--- src/rtl/alu_result_stage.sv ---
// ALU->writeback stage: 2-entry in-order skid buffer, nzpc CC register, branch resolve.
// Latency 1 cycle accept->o_*; o_ready drops when both entries are held, flush empties.
// ALU_STAGE_CARRY_BR_EN: carry bit of the branch mask participates in the taken test.
module alu_result_stage #(
    parameter int DEPTH = 2
) (
    input  logic        i_clk,
    input  logic        i_rst,
    input  logic        i_valid,
    output logic        o_ready,
    input  logic [15:0] i_result,
    input  logic [3:0]  i_ccodes,
    input  logic        i_setCc,
    input  logic        i_wrEn,
    input  logic [2:0]  i_wrReg,
    input  logic        i_isBranch,
    input  logic [3:0]  i_brCond,
    input  logic [15:0] i_brTarget,
    input  logic        i_flush,
    output logic        o_valid,
    input  logic        i_ready,
    output logic [15:0] o_result,
    output logic        o_wrEn,
    output logic [2:0]  o_wrReg,
    output logic [3:0]  o_ccReg,
    output logic        o_brTaken,
    output logic [15:0] o_brTarget
);

    typedef struct packed {
        logic [15:0] result;
        logic        wrEn;
        logic [2:0]  wrReg;
    } entry_t;

    localparam logic [1:0] FULL = 2'(DEPTH);

    entry_t      headEnt;
    entry_t      tailEnt;
    entry_t      inEnt;
    logic [1:0]  count;
    logic [3:0]  ccReg;
    logic        brTaken;
    logic [15:0] brTarget;
    logic        accept;
    logic        pop;
    logic        brHit;

    assign inEnt   = '{result: i_result, wrEn: i_wrEn, wrReg: i_wrReg};
    assign o_ready = (count != FULL);
    assign o_valid = (count != 2'd0);
    assign accept  = i_valid & o_ready & ~i_flush;
    assign pop     = o_valid & i_ready;

`ifdef ALU_STAGE_CARRY_BR_EN
    assign brHit = |(i_brCond & ccReg);
`else
    assign brHit = |(i_brCond[3:1] & ccReg[3:1]);
`endif

    always_ff @(posedge i_clk or posedge i_rst) begin
        if (i_rst) begin
            count    <= 2'd0;
            headEnt  <= '0;
            tailEnt  <= '0;
            ccReg    <= 4'b0100;
            brTaken  <= 1'b0;
            brTarget <= 16'h0000;
        end else if (i_flush) begin
            count   <= 2'd0;
            brTaken <= 1'b0;
        end else begin
            // Simultaneous accept+pop only happens at count==1: new entry becomes head.
            if (accept && pop) begin
                headEnt <= inEnt;
            end else if (pop) begin
                headEnt <= tailEnt;
                count   <= count - 2'd1;
            end else if (accept) begin
                if (count == 2'd0) headEnt <= inEnt;
                else               tailEnt <= inEnt;
                count <= count + 2'd1;
            end
            brTaken <= accept & i_isBranch & brHit;
            if (accept && i_isBranch) brTarget <= i_brTarget;
            if (accept && i_setCc)    ccReg    <= i_ccodes;
        end
    end

    assign o_result   = o_valid ? headEnt.result : 16'h0000;
    assign o_wrEn     = o_valid & headEnt.wrEn;
    assign o_wrReg    = o_valid ? headEnt.wrReg : 3'd0;
    assign o_ccReg    = ccReg;
    assign o_brTaken  = brTaken;
    assign o_brTarget = brTarget;

endmodule

--- config.mk ---
export PLATFORM = sky130hd
export DESIGN_NAME = alu_result_stage
export DESIGN_NICKNAME = d
export VERILOG_FILES = /design/src/rtl/alu_result_stage.sv
export SDC_FILE = /design/constraint.sdc
export NUM_CORES = 1
export LEC_CHECK = 0
export ABC_AREA = 0
export CORE_MARGIN = 2
export CORE_UTILIZATION = 50
export DETAILED_ROUTE_END_ITERATION = 10
export GPL_ROUTABILITY_DRIVEN = 0
export GPL_TIMING_DRIVEN = 0
export MAX_ROUTING_LAYER = met4
export PLACE_DENSITY = 0.86
export SYNTH_ARGS = -nofsm -noshare
export SYNTH_HDL_FRONTEND = slang
export SYNTH_SLANG_ARGS = --single-unit
--- constraint.sdc ---
create_clock -name i_clk -period 5.55 [get_ports i_clk]
set_input_delay 0.555 -clock i_clk [delete_from_list [all_inputs] [get_ports i_clk]]
set_output_delay 0.555 -clock i_clk [all_outputs]
set_load 0.005 [all_outputs]
==> flow_metrics.py <==
metrics = {
    "run_status": {
        "status": "finished, final reports clean",
    },
    "sta": {
        "fin_crit_ns": 2.663,
        "setup_viol": 0,
        "tightest_slew_ns": 0.4991,
        "clock_skew_ns": 0.007910,
        "layout_setup_ws_ns": 2.887,
        "clock.fmax_ghz": 0.3756,
        "rsz0062_at_grt": "no",
        "setup-tns-final_ns": 0,
        "final_max_slew_viol_count": 0,
        "relSlewSlack_pct": 66.73,
        "hold_viol": 0,
        "post-route-period-util_pct": 47.98,
    },
    "synth": {
        "synth-warning-count": 0,
        "ys_seq_area_share_pct": 52.98,
        "synth-seq-cells": 63,
        "syn_area_per_cell_sq_um": 11.77,
        "syn_inst": 253,
        "synth_edf_count": 0,
        "synth_nets": 304,
        "yosys.area.top_type": "dfrtp_1",
        "synth-async-reset-ratio_pct": 100.0,
        "synth.top_cell.area_share_pct": 52.10,
        "synth.cell_area_sq_mm": 0.002978,
        "ys_top_cells_by_area": "dfrtp_1 52%, mux2_2 12%, a211oi_1 5.0%, mux2_4 4.5%, and2_1 4.4%",
        "yosysUniqueCellTypes": 29,
        "synth_ff_type": "dfrtp_1",
    },
    "die": {
        "core_area_sq_mm": 0.005851,
        "start_util_pct": 50.90,
        "die_h_microns": 81.18,
        "ios": 94,
        "die_x_microns": 81.18,
        "die_area_sq_mm": 0.006589,
        "rows": 28,
    },
    "critical_path": {
        "r2r_slack_ns": 3.89,
        "timing.critical_path.buf_inv": 4,
        "crit_required_ns": 4.99,
        "arrival_ns": 2.11,
        "worstRegToRegCells": 5,
        "r2r-end": "headEnt[8]",
        "critical_path_class": "register to output port",
        "cpPeakStageDelay_ns": 0.49,
        "startpoint_type": "register",
        "crit_path_max_fanout": 10,
        "r2r-start": "count[0]",
        "critPathCaptureType": "output port",
        "critPathSlowestCell": "clkdlybuf4s50_1",
        "crit_chain": "buf_2 -> nor2_1 -> inv_1 -> clkbuf_1 -> and2_1 -> clkdlybuf4s50_1",
        "cpLargestDelayFamily": "buffers and inverters",
    },
    "grt": {
        "grt_use_total_pct": 23.10,
        "busiest_layer": "met2",
        "grt-ovfl-total": 0,
        "met2_usage_pct": 37.52,
        "use_met3_pct": 3.333,
        "grt_pass1_wl_mm": 11.17,
        "grt_pass1_vias": 2420,
        "grt_max_degree": 41,
        "use_met1_pct": 28.75,
        "antenna_found_initial": 0,
    },
    "detailed_routing": {
        "vias": 2397,
        "drt-total-wl_mm": 6.987,
        "drtIter0Drc": 249,
        "routed_via_density": 5.485,
        "drc_errors": 0,
        "first_pass_iters": 4,
        "ant_nets": 0,
        "avgRoutedWirePerCell_microns": 15.99,
    },
    "clock_network": {
        "cts_root_buf": "clkbuf_8",
        "cts_resized": 0,
        "cts_buffer_depth": 2,
        "insertion_delay_ns": 0.33,
        "cts_hold_repair.buffers": 0,
        "cts_buffers": 9,
        "clkSlewWorstSetupHoldPaths_ns": 0.07,
        "cts_tree": "done",
        "htree_levels": 3,
        "clkSinkCount": 63,
        "post_cts_buffers": 0,
    },
    "finish": {
        "final_common_cell": "clkdlybuf4s50_1",
        "area_growth_pct": 41.81,
        "diodes": 0,
        "n_fill_cell": 397,
        "fin_nets": 408,
        "drive_above_1_share_pct": 20.17,
        "fin_util_pct": 72.18,
        "final_cell_mix": "92 x clkdlybuf4s50_1, 62 x dfrtp_1, 31 x mux2_2, 23 x o21ai_0",
    },
    "power_and_ir_drop": {
        "p_per_area_mw_per_mm2": 327.1,
        "netSwitchingFraction_pct": 25.26,
        "power.internal_w": 0.001032,
        "pwr-share-clk_pct": 29.8,
        "p_comb_share_pct": 25.4,
        "leakagePower_nw": 1.708,
        "p_seq_share_pct": 44.8,
        "peakVddDrop_uv": 208.7,
        "p_sw_w": 0.0003489,
    },
    "place": {
        "hpwl_mm": 5.073,
        "pre_cts_ws_ns": 3.229,
        "io_buffers": 92,
    },
    "worst_hold_path": {
        "whs_endpoint": "o_brTarget[14]",
        "min_from": "o_brTarget[14]",
        "holdPathStages": 1,
        "hold_path_class": "register to register",
    },
    "run": {
        "maxCapViolCount": 0,
    },
}
-- power groups by stage --
stage          Combinational, W  Clock (W)  Sequential (W)
2_1_floorplan          0.000173          0        0.000616
3_3_place_gp           0.000338          0        0.000619
3_5_place_dp           0.000351          0        0.000625
4_1_cts                0.000354   0.000416        0.000618
5_1_grt                0.000383   0.000433        0.000631
6_report               0.000351   0.000411        0.000619
-- Yosys cell counts (3+ instances only) --
cell type and n:
a21oi_1 3, buf_2 7, clkbuf_1 12, dfrtp_1 62, nand3_1 21, and2_1 21, mux2_4 9, a211oi_1 20
a31oi_1 20, o21ai_0 23, buf_6 3, mux2_2 31
-- worst reg2reg max path: cells and delay by family (launching register included) --
| kind | cells | cell delay [ns] |
|---|---|---|
| AOI/OAI and AO/OA | 2 | 0.29 |
| buffers and inverters | 2 | 0.48 |
| DFF | 1 | 0.37 |
| and+or+nand+nor | 1 | 0.43 |
-- registers in the layout, summed over array words and instances, names as in the netlist --
register / cells
headEnt: 20
tailEnt: 20
o_brTarget: 16
o_ccReg: 4
count: 2
o_brTaken: 1
-- metal layers --
metal  vias up  part of all wire (%)
li1       1141                     -
met1      1136                    43
met2       103                    50
met3        17                   4.7
met4         0                   2.6
met5         -                     0
-- layout make-up --
class / count / area (sq um) / share of cell area, %
Clock inverter: 2 / 37.54 / 0.8889
Tap cell: 75 / 93.84 / 2.222
Sequential cell: 63 / 1578 / 37.36
Multi-Input combinational cell: 165 / 1275 / 30.19
Buffer: 22 / 113.9 / 2.696
Inverter: 3 / 11.26 / 0.2667
Clock buffer: 14 / 172.7 / 4.089
Timing Repair Buffer: 93 / 940.9 / 22.28
-- worst max path at each step --
stage                        start             end  slack, ns  depth (start not counted)
final                     count[0]    o_result[12]       2.89                          6
after global routing      count[0]    o_result[12]       2.70                          6
after CTS                 count[0]    o_result[13]       2.86                          6
after detailed placement  count[0]    o_result[13]       3.23                          6
after global placement       i_rst  o_brTarget[11]       2.45                          2
after floorplan              i_rst        count[0]       3.43                          1
-- logic make-up after synthesis --
kind of cell	synth area share [%]
AOI/OAI and AO/OA	14.45
buffers and inverters	4.201
DFF	52.98
muxes	16.26
and+or+nand+nor	12.10
-- through the flow --
step	std cells	area [sq um]	total power [W]	hold slack (ns)
floorplan	253	2978	0.0007895	0.4802
global placement	420	3993	0.0009572	0.4871
detailed placement	421	4013	0.0009758	0.4920
CTS	437	4223	0.001388	0.5071
global route	437	4223	0.001447	0.5179
finish	437	4223	0.001381	0.5054
(Power assumes the default switching activity.)
